File: src/rtl/y_pkg.sv
// Shared constants and the instruction decoder for the y decode stage.
// ALU op, opcode and funct encodings follow the MIPS subset the ALU implements.
package y_pkg;

  localparam int REG_IDX_W = 5;

  typedef enum logic [2:0] {
    OP_AND = 3'b000,
    OP_OR  = 3'b001,
    OP_ADD = 3'b010,
    OP_SUB = 3'b110,
    OP_SLT = 3'b111
  } alu_op_e;

  localparam logic [5:0] OPC_RTYPE = 6'h00;
  localparam logic [5:0] OPC_ADDI  = 6'h08;
  localparam logic [5:0] OPC_BEQ   = 6'h04;

  localparam logic [5:0] FN_AND = 6'h24;
  localparam logic [5:0] FN_OR  = 6'h25;
  localparam logic [5:0] FN_ADD = 6'h20;
  localparam logic [5:0] FN_SUB = 6'h22;
  localparam logic [5:0] FN_SLT = 6'h2A;

  typedef struct packed {
    logic                 legal;
    alu_op_e              op;
    logic                 b_imm;
    logic [REG_IDX_W-1:0] rd;
    logic                 wen;
    logic                 branch;
  } dec_t;

  function automatic dec_t decode_ins(input logic [31:0] ins);
    dec_t d;
    d.legal  = 1'b0;
    d.op     = OP_AND;
    d.b_imm  = 1'b0;
    d.rd     = '0;
    d.wen    = 1'b0;
    d.branch = 1'b0;
    case (ins[31:26])
      OPC_RTYPE: begin
        d.legal = 1'b1;
        d.wen   = 1'b1;
        d.rd    = ins[15:11];
        case (ins[5:0])
          FN_AND:  d.op = OP_AND;
          FN_OR:   d.op = OP_OR;
          FN_ADD:  d.op = OP_ADD;
          FN_SUB:  d.op = OP_SUB;
          FN_SLT:  d.op = OP_SLT;
          default: begin
            d.legal = 1'b0;
            d.wen   = 1'b0;
          end
        endcase
      end
      OPC_ADDI: begin
        d.legal = 1'b1;
        d.op    = OP_ADD;
        d.b_imm = 1'b1;
        d.rd    = ins[20:16];
        d.wen   = 1'b1;
      end
      OPC_BEQ: begin
        d.legal  = 1'b1;
        d.op     = OP_SUB;
        d.branch = 1'b1;
      end
      default: ;
    endcase
    return d;
  endfunction

endpackage

File: src/rtl/y_reg_file.sv
// 32x32 register file: two asynchronous read ports, one synchronous write port,
// r0 hard-wired to zero, and same-cycle write-to-read bypass.
module y_reg_file
  import y_pkg::*;
#(
  parameter int W    = 32,
  parameter int NREG = 32
) (
  input  logic                 clk,
  input  logic                 rst,
  input  logic [REG_IDX_W-1:0] ra_addr,
  input  logic [REG_IDX_W-1:0] rb_addr,
  output logic [W-1:0]         ra_data,
  output logic [W-1:0]         rb_data,
  input  logic                 we,
  input  logic [REG_IDX_W-1:0] wa,
  input  logic [W-1:0]         wd
);

  logic [W-1:0] mem_q [NREG];
  logic [W-1:0] mem_d [NREG];
  logic         wr_ok;

  assign wr_ok = we && (wa != '0);

  always_comb begin
    mem_d = mem_q;
    if (wr_ok) mem_d[wa] = wd;
  end

  // A write landing this cycle is forwarded so the reader never sees stale data.
  always_comb begin
    ra_data = mem_q[ra_addr];
    rb_data = mem_q[rb_addr];
    if (wr_ok && (wa == ra_addr)) ra_data = wd;
    if (wr_ok && (wa == rb_addr)) rb_data = wd;
    if (ra_addr == '0) ra_data = '0;
    if (rb_addr == '0) rb_data = '0;
  end

  always_ff @(posedge clk or posedge rst) begin
    if (rst) begin
      for (int i = 0; i < NREG; i++) mem_q[i] <= '0;
    end else begin
      mem_q <= mem_d;
    end
  end

endmodule

File: src/rtl/y_decode_stage.sv
// Instruction decode stage: reads operands, decodes the ALU op and holds one
// output slot under valid/ready, refreshing held operands on late writebacks.
module y_decode_stage
  import y_pkg::*;
#(
  parameter int W    = 32,
  parameter int NREG = 32
) (
  input  logic                 clk,
  input  logic                 rst,
  input  logic                 in_valid,
  output logic                 in_ready,
  input  logic [31:0]          ins,
  input  logic                 wb_en,
  input  logic [REG_IDX_W-1:0] wb_addr,
  input  logic [W-1:0]         wb_data,
  output logic                 out_valid,
  input  logic                 out_ready,
  output logic [W-1:0]         out_a,
  output logic [W-1:0]         out_b,
  output logic [2:0]           out_op,
  output logic [REG_IDX_W-1:0] out_rd,
  output logic                 out_wen,
  output logic                 out_branch,
  output logic                 illegal
);

  dec_t                 dec;
  logic [REG_IDX_W-1:0] rs, rt;
  logic [W-1:0]         rs_val, rt_val, imm_ext;
  logic                 accept, wb_hit;

  logic                 out_valid_q, out_valid_d;
  logic [W-1:0]         out_a_q, out_a_d, out_b_q, out_b_d;
  alu_op_e              out_op_q, out_op_d;
  logic [REG_IDX_W-1:0] out_rd_q, out_rd_d;
  logic                 out_wen_q, out_wen_d, out_branch_q, out_branch_d;
  logic                 illegal_q, illegal_d;
  logic [REG_IDX_W-1:0] held_rs_q, held_rs_d, held_rt_q, held_rt_d;
  logic                 b_from_rt_q, b_from_rt_d;

  assign dec     = decode_ins(ins);
  assign rs      = ins[25:21];
  assign rt      = ins[20:16];
  assign imm_ext = {{(W-16){ins[15]}}, ins[15:0]};

  y_reg_file #(.W(W), .NREG(NREG)) u_rf (
    .clk     (clk),
    .rst     (rst),
    .ra_addr (rs),
    .rb_addr (rt),
    .ra_data (rs_val),
    .rb_data (rt_val),
    .we      (wb_en),
    .wa      (wb_addr),
    .wd      (wb_data)
  );

  assign in_ready = !out_valid_q || out_ready;
  assign accept   = in_valid && in_ready;
  assign wb_hit   = wb_en && (wb_addr != '0);

  // A new legal word always wins over draining or refreshing the held slot.
  always_comb begin
    out_valid_d  = out_valid_q;
    out_a_d      = out_a_q;
    out_b_d      = out_b_q;
    out_op_d     = out_op_q;
    out_rd_d     = out_rd_q;
    out_wen_d    = out_wen_q;
    out_branch_d = out_branch_q;
    held_rs_d    = held_rs_q;
    held_rt_d    = held_rt_q;
    b_from_rt_d  = b_from_rt_q;
    illegal_d    = illegal_q || (accept && !dec.legal);
    if (accept && dec.legal) begin
      out_valid_d  = 1'b1;
      out_a_d      = rs_val;
      out_b_d      = dec.b_imm ? imm_ext : rt_val;
      out_op_d     = dec.op;
      out_rd_d     = dec.rd;
      out_wen_d    = dec.wen;
      out_branch_d = dec.branch;
      held_rs_d    = rs;
      held_rt_d    = rt;
      b_from_rt_d  = !dec.b_imm;
    end else if (out_ready) begin
      out_valid_d = 1'b0;
    end else if (out_valid_q && wb_hit) begin
      if (wb_addr == held_rs_q) out_a_d = wb_data;
      if (b_from_rt_q && (wb_addr == held_rt_q)) out_b_d = wb_data;
    end
  end

  always_ff @(posedge clk or posedge rst) begin
    if (rst) begin
      out_valid_q  <= 1'b0;
      out_a_q      <= '0;
      out_b_q      <= '0;
      out_op_q     <= OP_AND;
      out_rd_q     <= '0;
      out_wen_q    <= 1'b0;
      out_branch_q <= 1'b0;
      illegal_q    <= 1'b0;
      held_rs_q    <= '0;
      held_rt_q    <= '0;
      b_from_rt_q  <= 1'b0;
    end else begin
      out_valid_q  <= out_valid_d;
      out_a_q      <= out_a_d;
      out_b_q      <= out_b_d;
      out_op_q     <= out_op_d;
      out_rd_q     <= out_rd_d;
      out_wen_q    <= out_wen_d;
      out_branch_q <= out_branch_d;
      illegal_q    <= illegal_d;
      held_rs_q    <= held_rs_d;
      held_rt_q    <= held_rt_d;
      b_from_rt_q  <= b_from_rt_d;
    end
  end

  assign out_valid  = out_valid_q;
  assign out_a      = out_a_q;
  assign out_b      = out_b_q;
  assign out_op     = out_op_q;
  assign out_rd     = out_rd_q;
  assign out_wen    = out_wen_q;
  assign out_branch = out_branch_q;
  assign illegal    = illegal_q;

endmodule

File: config.mk
export PLATFORM = sky130hd
export DESIGN_NAME = y_decode_stage
export DESIGN_NICKNAME = d
export VERILOG_FILES = /design/src/rtl/y_pkg.sv /design/src/rtl/y_reg_file.sv /design/src/rtl/y_decode_stage.sv
export SDC_FILE = /design/constraint.sdc
export NUM_CORES = 2
export LEC_CHECK = 0
export ABC_CLOCK_PERIOD_IN_PS = 42700
export BUFFER_PORTS_ARGS = -buffer_cell sky130_fd_sc_hd__clkbuf_2
export CORE_MARGIN = 2
export CORE_UTILIZATION = 55
export DETAILED_ROUTE_END_ITERATION = 10
export HOLD_SLACK_MARGIN = 0.12
export PLACE_DENSITY = 0.84
export SLEW_MARGIN = 5
export SYNTH_ARGS = -nofsm -noshare
export SYNTH_HDL_FRONTEND = slang
export SYNTH_SLANG_ARGS = --single-unit
File: constraint.sdc
create_clock -name clk -period 42.7 [get_ports clk]
set_clock_uncertainty 0.15 [all_clocks]
set_input_delay 4.27 -clock clk [delete_from_list [all_inputs] [get_ports clk]]
set_output_delay 4.27 -clock clk [all_outputs]
set_load 0.05 [all_outputs]
* Word level (Yosys, flattened, before mapping)
Cells that the tools add are included.
** Storage, ports and cells
- Register bits after elaboration :: 1111
- Output and inout port bits :: 77
** Cells by class
- Order comparisons :: 4
- Multiplexer cells :: 30
- Equal/unequal tests :: 12
- Reductions and logical operators :: 25
- Bitwise gates (word level) :: 3
** Operators by type and width (count)
- 1024-bit bitwise mux :: 1
- 32-bit two-way mux :: 18
- 32-bit binary-select mux with 5-bit select :: 2
- 32-bit demux with 5-bit select :: 1
- 6-bit == test, second input constant :: 5
- 5-bit == test :: 4
- 6-bit greater-or-equal comparator, second input constant :: 3
- 5-bit NOT with 6-bit output :: 3
- 3-bit case mux with 4 select lines :: 1
- 4-bit case mux with 3 select lines :: 1
- 6-bit case mux with 2 select lines :: 1
- 5-bit zero test :: 2
- 1-bit logical AND :: 9
- 2-bit nonzero test :: 4
- 6-bit by 3-bit == test with 1-bit output, second input constant :: 1
- 6-bit by 4-bit == test with 1-bit output, second input constant :: 1
- 6-bit zero test :: 1
- 6-bit by 1-bit less-than comparator with 1-bit output, second input constant :: 1
- 3-bit AND reduction :: 2
- 1-bit two-way mux :: 5
- 5-bit nonzero test :: 1
- 5-bit OR reduction :: 1
- 1-bit zero test :: 3
- 1-bit logical OR :: 2
- 2-bit by 1-bit != test with 1-bit output, second input constant :: 1

* Logic depth before layout (Yosys ltp)
- Depth in word-level cells :: 8
- Depth in mapped cells :: 11
- Mapped depth without buffers :: 6

* Cells and area by module
Synthesis repeated with hierarchy kept, for this count alone.
** Second synthesis, totals
- Cells, all modules :: 4192
- Area total of the unflattened synthesis :: 59838.6 µm²
** By module, submodules not included
- y_reg_file :: area each 55137.9 µm², sequential area each 25624.6 µm², instances 1, cells an instance 3849
- y_decode_stage :: area each 4700.8 µm², sequential area each 2177.1 µm², instances 1, cells an instance 343

* Least setup slack after synthesis
OpenSTA, ideal clock, no wires.
- Path type :: input to output
- From :: input port out_ready
- To :: output port in_ready
- Slack :: 33326 ps
- Data arrival time :: 4954 ps
- Buffers on the path :: 1
- Required time :: 38280 ps
- Stages on the path :: 2
- Cells stage by stage :: nand2b_1 > clkbuf_1
** Between the ends
- Longest elaborated chain between the ends :: 1
** Ends and longest elaborated chain
- start, declared :: line y_decode_stage.sv:18 : input logic out_ready,
- 1-bit logical OR :: line y_decode_stage.sv:59 : assign in_ready = !out_valid_q || out_ready;
- end, declared :: line y_decode_stage.sv:12 : output logic in_ready,
No other way between the ends.

* Worst setup path after layout
Same ends and word-level chain as after synthesis.

==> results.ini <==
[cells_and_area]
final_common_cell = dfrtp_1
fillCellCount = 7743
multi_input_area_um2 = 29200
final_cell_mix = 1111 x dfrtp_1, 1034 x mux2_2, 444 x mux4_2
post-route-util = 0.603
syn_to_final_growth_pct = 9.09
drive_above_1_share = 0.487
fin_nets = 4036
regArea_um2 = 27800

[worst_hold_path]
hold_path_startpoint = u_rf.mem_q[1018]$_DFFE_PP0P_
whs_endpoint = u_rf.mem_q[1018]$_DFFE_PP0P_
hold-path-cell-count = 0
min_path_type = register to register

[critical_path]
cp_top_family = buffers and inverters
required_ns = 38.28
cp_max_fo = 6
worst_path_largest_cell_delay_ns = 0.34
endpoint_kind = output pin
crit_cells = 4
worst-path-buf-inv = 3
reg2reg_depth = 9
reg2reg_to = out_a[12]$_DFFE_PP0P_
critPathSlowestCell = clkbuf_2
critical_path_class = input port to output pin
timing.rr.start = out_valid$_DFFE_PP0P_
cp_common_cell = clkbuf_2
reg2reg_slack_ns = 38.82
cp-start-kind = input port
cp.arrival_ns = 5.08
crit_chain = clkbuf_2 > nand2b_1 > buf_4 > clkbuf_2

[power]
comb_power_share = 0.211
peakVddDrop_v = 0.0000343
power.share.switching = 0.289
p_leak_uw = 0.0279
p_switching_uw = 907
p_clk_frac = 0.337
powerDensity_nw_per_um2 = 48.9
power_frac_seq = 0.452
intPower_uw = 2240

[yosys]
synth_edf_count = 0
yosysWarningCount = 0
synth-async-reset-ratio = 1.00
synth.area.top_cells = dfrtp_1 47%, mux2_2 20%, mux4_2 17%
synthAdderAreaFrac = 0
ys_seq_area_frac = 0.472
ys_seq_elements = 1111
avgSynthCellArea_um2 = 14.5
syn-cell-area_um2 = 58900
synthesis.nets = 4142
synth.top_cell.area_share = 0.472
ys_dominant_reg_cell = dfrtp_1
synth_cell_type_count = 72
yosys.area.top_type = dfrtp_1
synth_cells = 4068
synthMuxAreaShare = 0.407
synth_compound_area_frac = 0.0578
synthSimpleGateAreaFrac = 0.0236
synthXorXnorAreaFrac = 0.00312
synth_top_family_by_area = multiplexers

[job]
drv_cap = 0

[floorplan]
fp-row-count = 120
start_util = 0.553
fp.dieH_um = 331
die_w_um = 331
coreArea_um2 = 107000
ios = 151
die_area_um2 = 110000

[clocking]
cts_sinks = 1111
cts_max_level = 3
ctsResizeCount = 0
clk_pin_slew_ns = 0.06
cts_tree = yes
numCtsBuffers = 112
root_buffer = clkbuf_16
ctsHoldBuffers = 0
clk_path_buf_depth = 3
post_cts_buffers = 0
clock_latency_ns = 0.73

[global_routing]
grt_max_degree = 180
grt_overflow = 0
grt_first_pass_wirelength_um = 279000
grt_pass1_vias = 41700
antenna_found_initial = 10
grt_usage = 0.342

[sta]
slew_headroom = 0.0945
fin_crit_ns = 9.50
rsz0062_at_grt = false
fin_setup_tns_ns = 0
worst_pin_slew_ns = 1.35
fin_crit_sh = 0.223
maxSlewViolCount = 0
hold_violations = 0
setup_viol = 0
fmax_ghz = 0.105

[drt]
dr.first_iter.drc_count = 5815
vias_per_cell = 7.45
post-route-drc-count = 0
via_count = 40700
drt-pass1-iter-count = 6
wl_per_cell_um = 34.4
finalWirelength_um = 188000
ant_nets = 0

[placement]
dp_hpwl_um = 106000
io_buffers = 150
gp_congestion = 0.870

[run_status]
status = finished, final reports clean

-- worst register-to-register path: stages, from the launching register on --
cell      delay [ns]
dfrtp_1         0.38
nand2b_1        0.07
buf_4           0.29
nand2_1         0.19
a21o_4          0.38
buf_4           0.46
nor2_4          0.75
buf_4           0.55
a22oi_1         0.35
o21ai_1         0.20
-- worst max path at each step --
stage | start | to | slack [ns]
global route | out_ready | in_ready | 33.18
CTS | out_ready | in_ready | 33.25
floorplan | rst | b_from_rt_q$_DFFE_PP0N_ | 7.00
finish | out_ready | in_ready | 33.20
global placement | out_ready | in_ready | 33.25
detailed placement | out_ready | in_ready | 33.26
-- cell usage after synthesis (all sizes together) (7+ instances only) --
| library cell | count |
|---|---|
| o22ai | 57 |
| nand3 | 21 |
| clkbuf | 263 |
| a221oi | 22 |
| xnor2 | 17 |
| dfrtp | 1111 |
| mux4 | 445 |
| nand2 | 125 |
| a211oi | 67 |
| mux2i | 224 |
| nor3 | 14 |
| or3 | 7 |
| o221ai | 43 |
| buf | 202 |
| a21oi | 77 |
| a22o | 10 |
| o21ai | 49 |
| nor2 | 42 |
| nor2b | 30 |
| a2111oi | 15 |
| a22oi | 89 |
| mux2 | 1040 |
| nor3b | 10 |
-- flip-flops by register name (all words and copies together), names as in the netlist --
| signal | flops |
|---|---|
| u_rf.mem_q | 1024 |
| out_a | 32 |
| out_b | 32 |
| held_rs_q | 5 |
| held_rt_q | 5 |
| out_rd | 5 |
| out_op | 3 |
| b_from_rt_q | 1 |
| illegal | 1 |
| out_branch | 1 |
| out_valid | 1 |
| out_wen | 1 |
-- routing by layer --
metal | track usage | up-vias | routed length [um]
met2 | 0.498 | 3204 | 81600
met1 | 0.443 | 21100 | 67000
li1 | - | 15500 | -
met5 | 0 | - | 105
met3 | 0.121 | 857 | 25900
met4 | 0.207 | 16 | 13400
-- power groups by stage --
stage          Clock (uW)  Sequential, uW  Combinational [uW]
6_report             1060            1420                 663
5_1_grt              1110            1440                 702
4_1_cts              1060            1410                 659
3_5_place_dp            0            1430                 653
3_3_place_gp            0            1410                 631
2_1_floorplan           0            1440                 471
-- kinds of logic (layout without fill, tap and decap cells) --
family / after synthesis / in the layout
multiplexers: 1709 / 1709
flip-flops: 1111 / 1111
AO/OA/AOI/OAI: 475 / 475
buffers and inverters: 466 / 456
AND/OR/NAND/NOR: 286 / 286
XOR/XNOR: 21 / 21
other: 0 / 5
-- stage by stage --
stage	instance area, um2	setup WS [ns]	power (uW)	cells	hold WS, ns
finish	64300	33.20	3140	5466	0.250
global route	64300	33.18	3250	5461	0.265
CTS	64300	33.25	3130	5461	0.248
detailed placement	60300	33.26	2080	5251	0.234
global placement	60300	33.25	2040	5251	0.226
floorplan	58900	7.00	1910	4068	0.291
-- cell type report --
type                       instances  area share
multi-input combinational       2491       0.454
sequential                      1111       0.433
clock buffer                     154      0.0508
tap                             1403      0.0273
timing repair buffer             245      0.0243
clock inverter                    56      0.0107
antenna                            5    0.000195
inverter                           1    0.000175
Power figures use the tool's default switching activity.
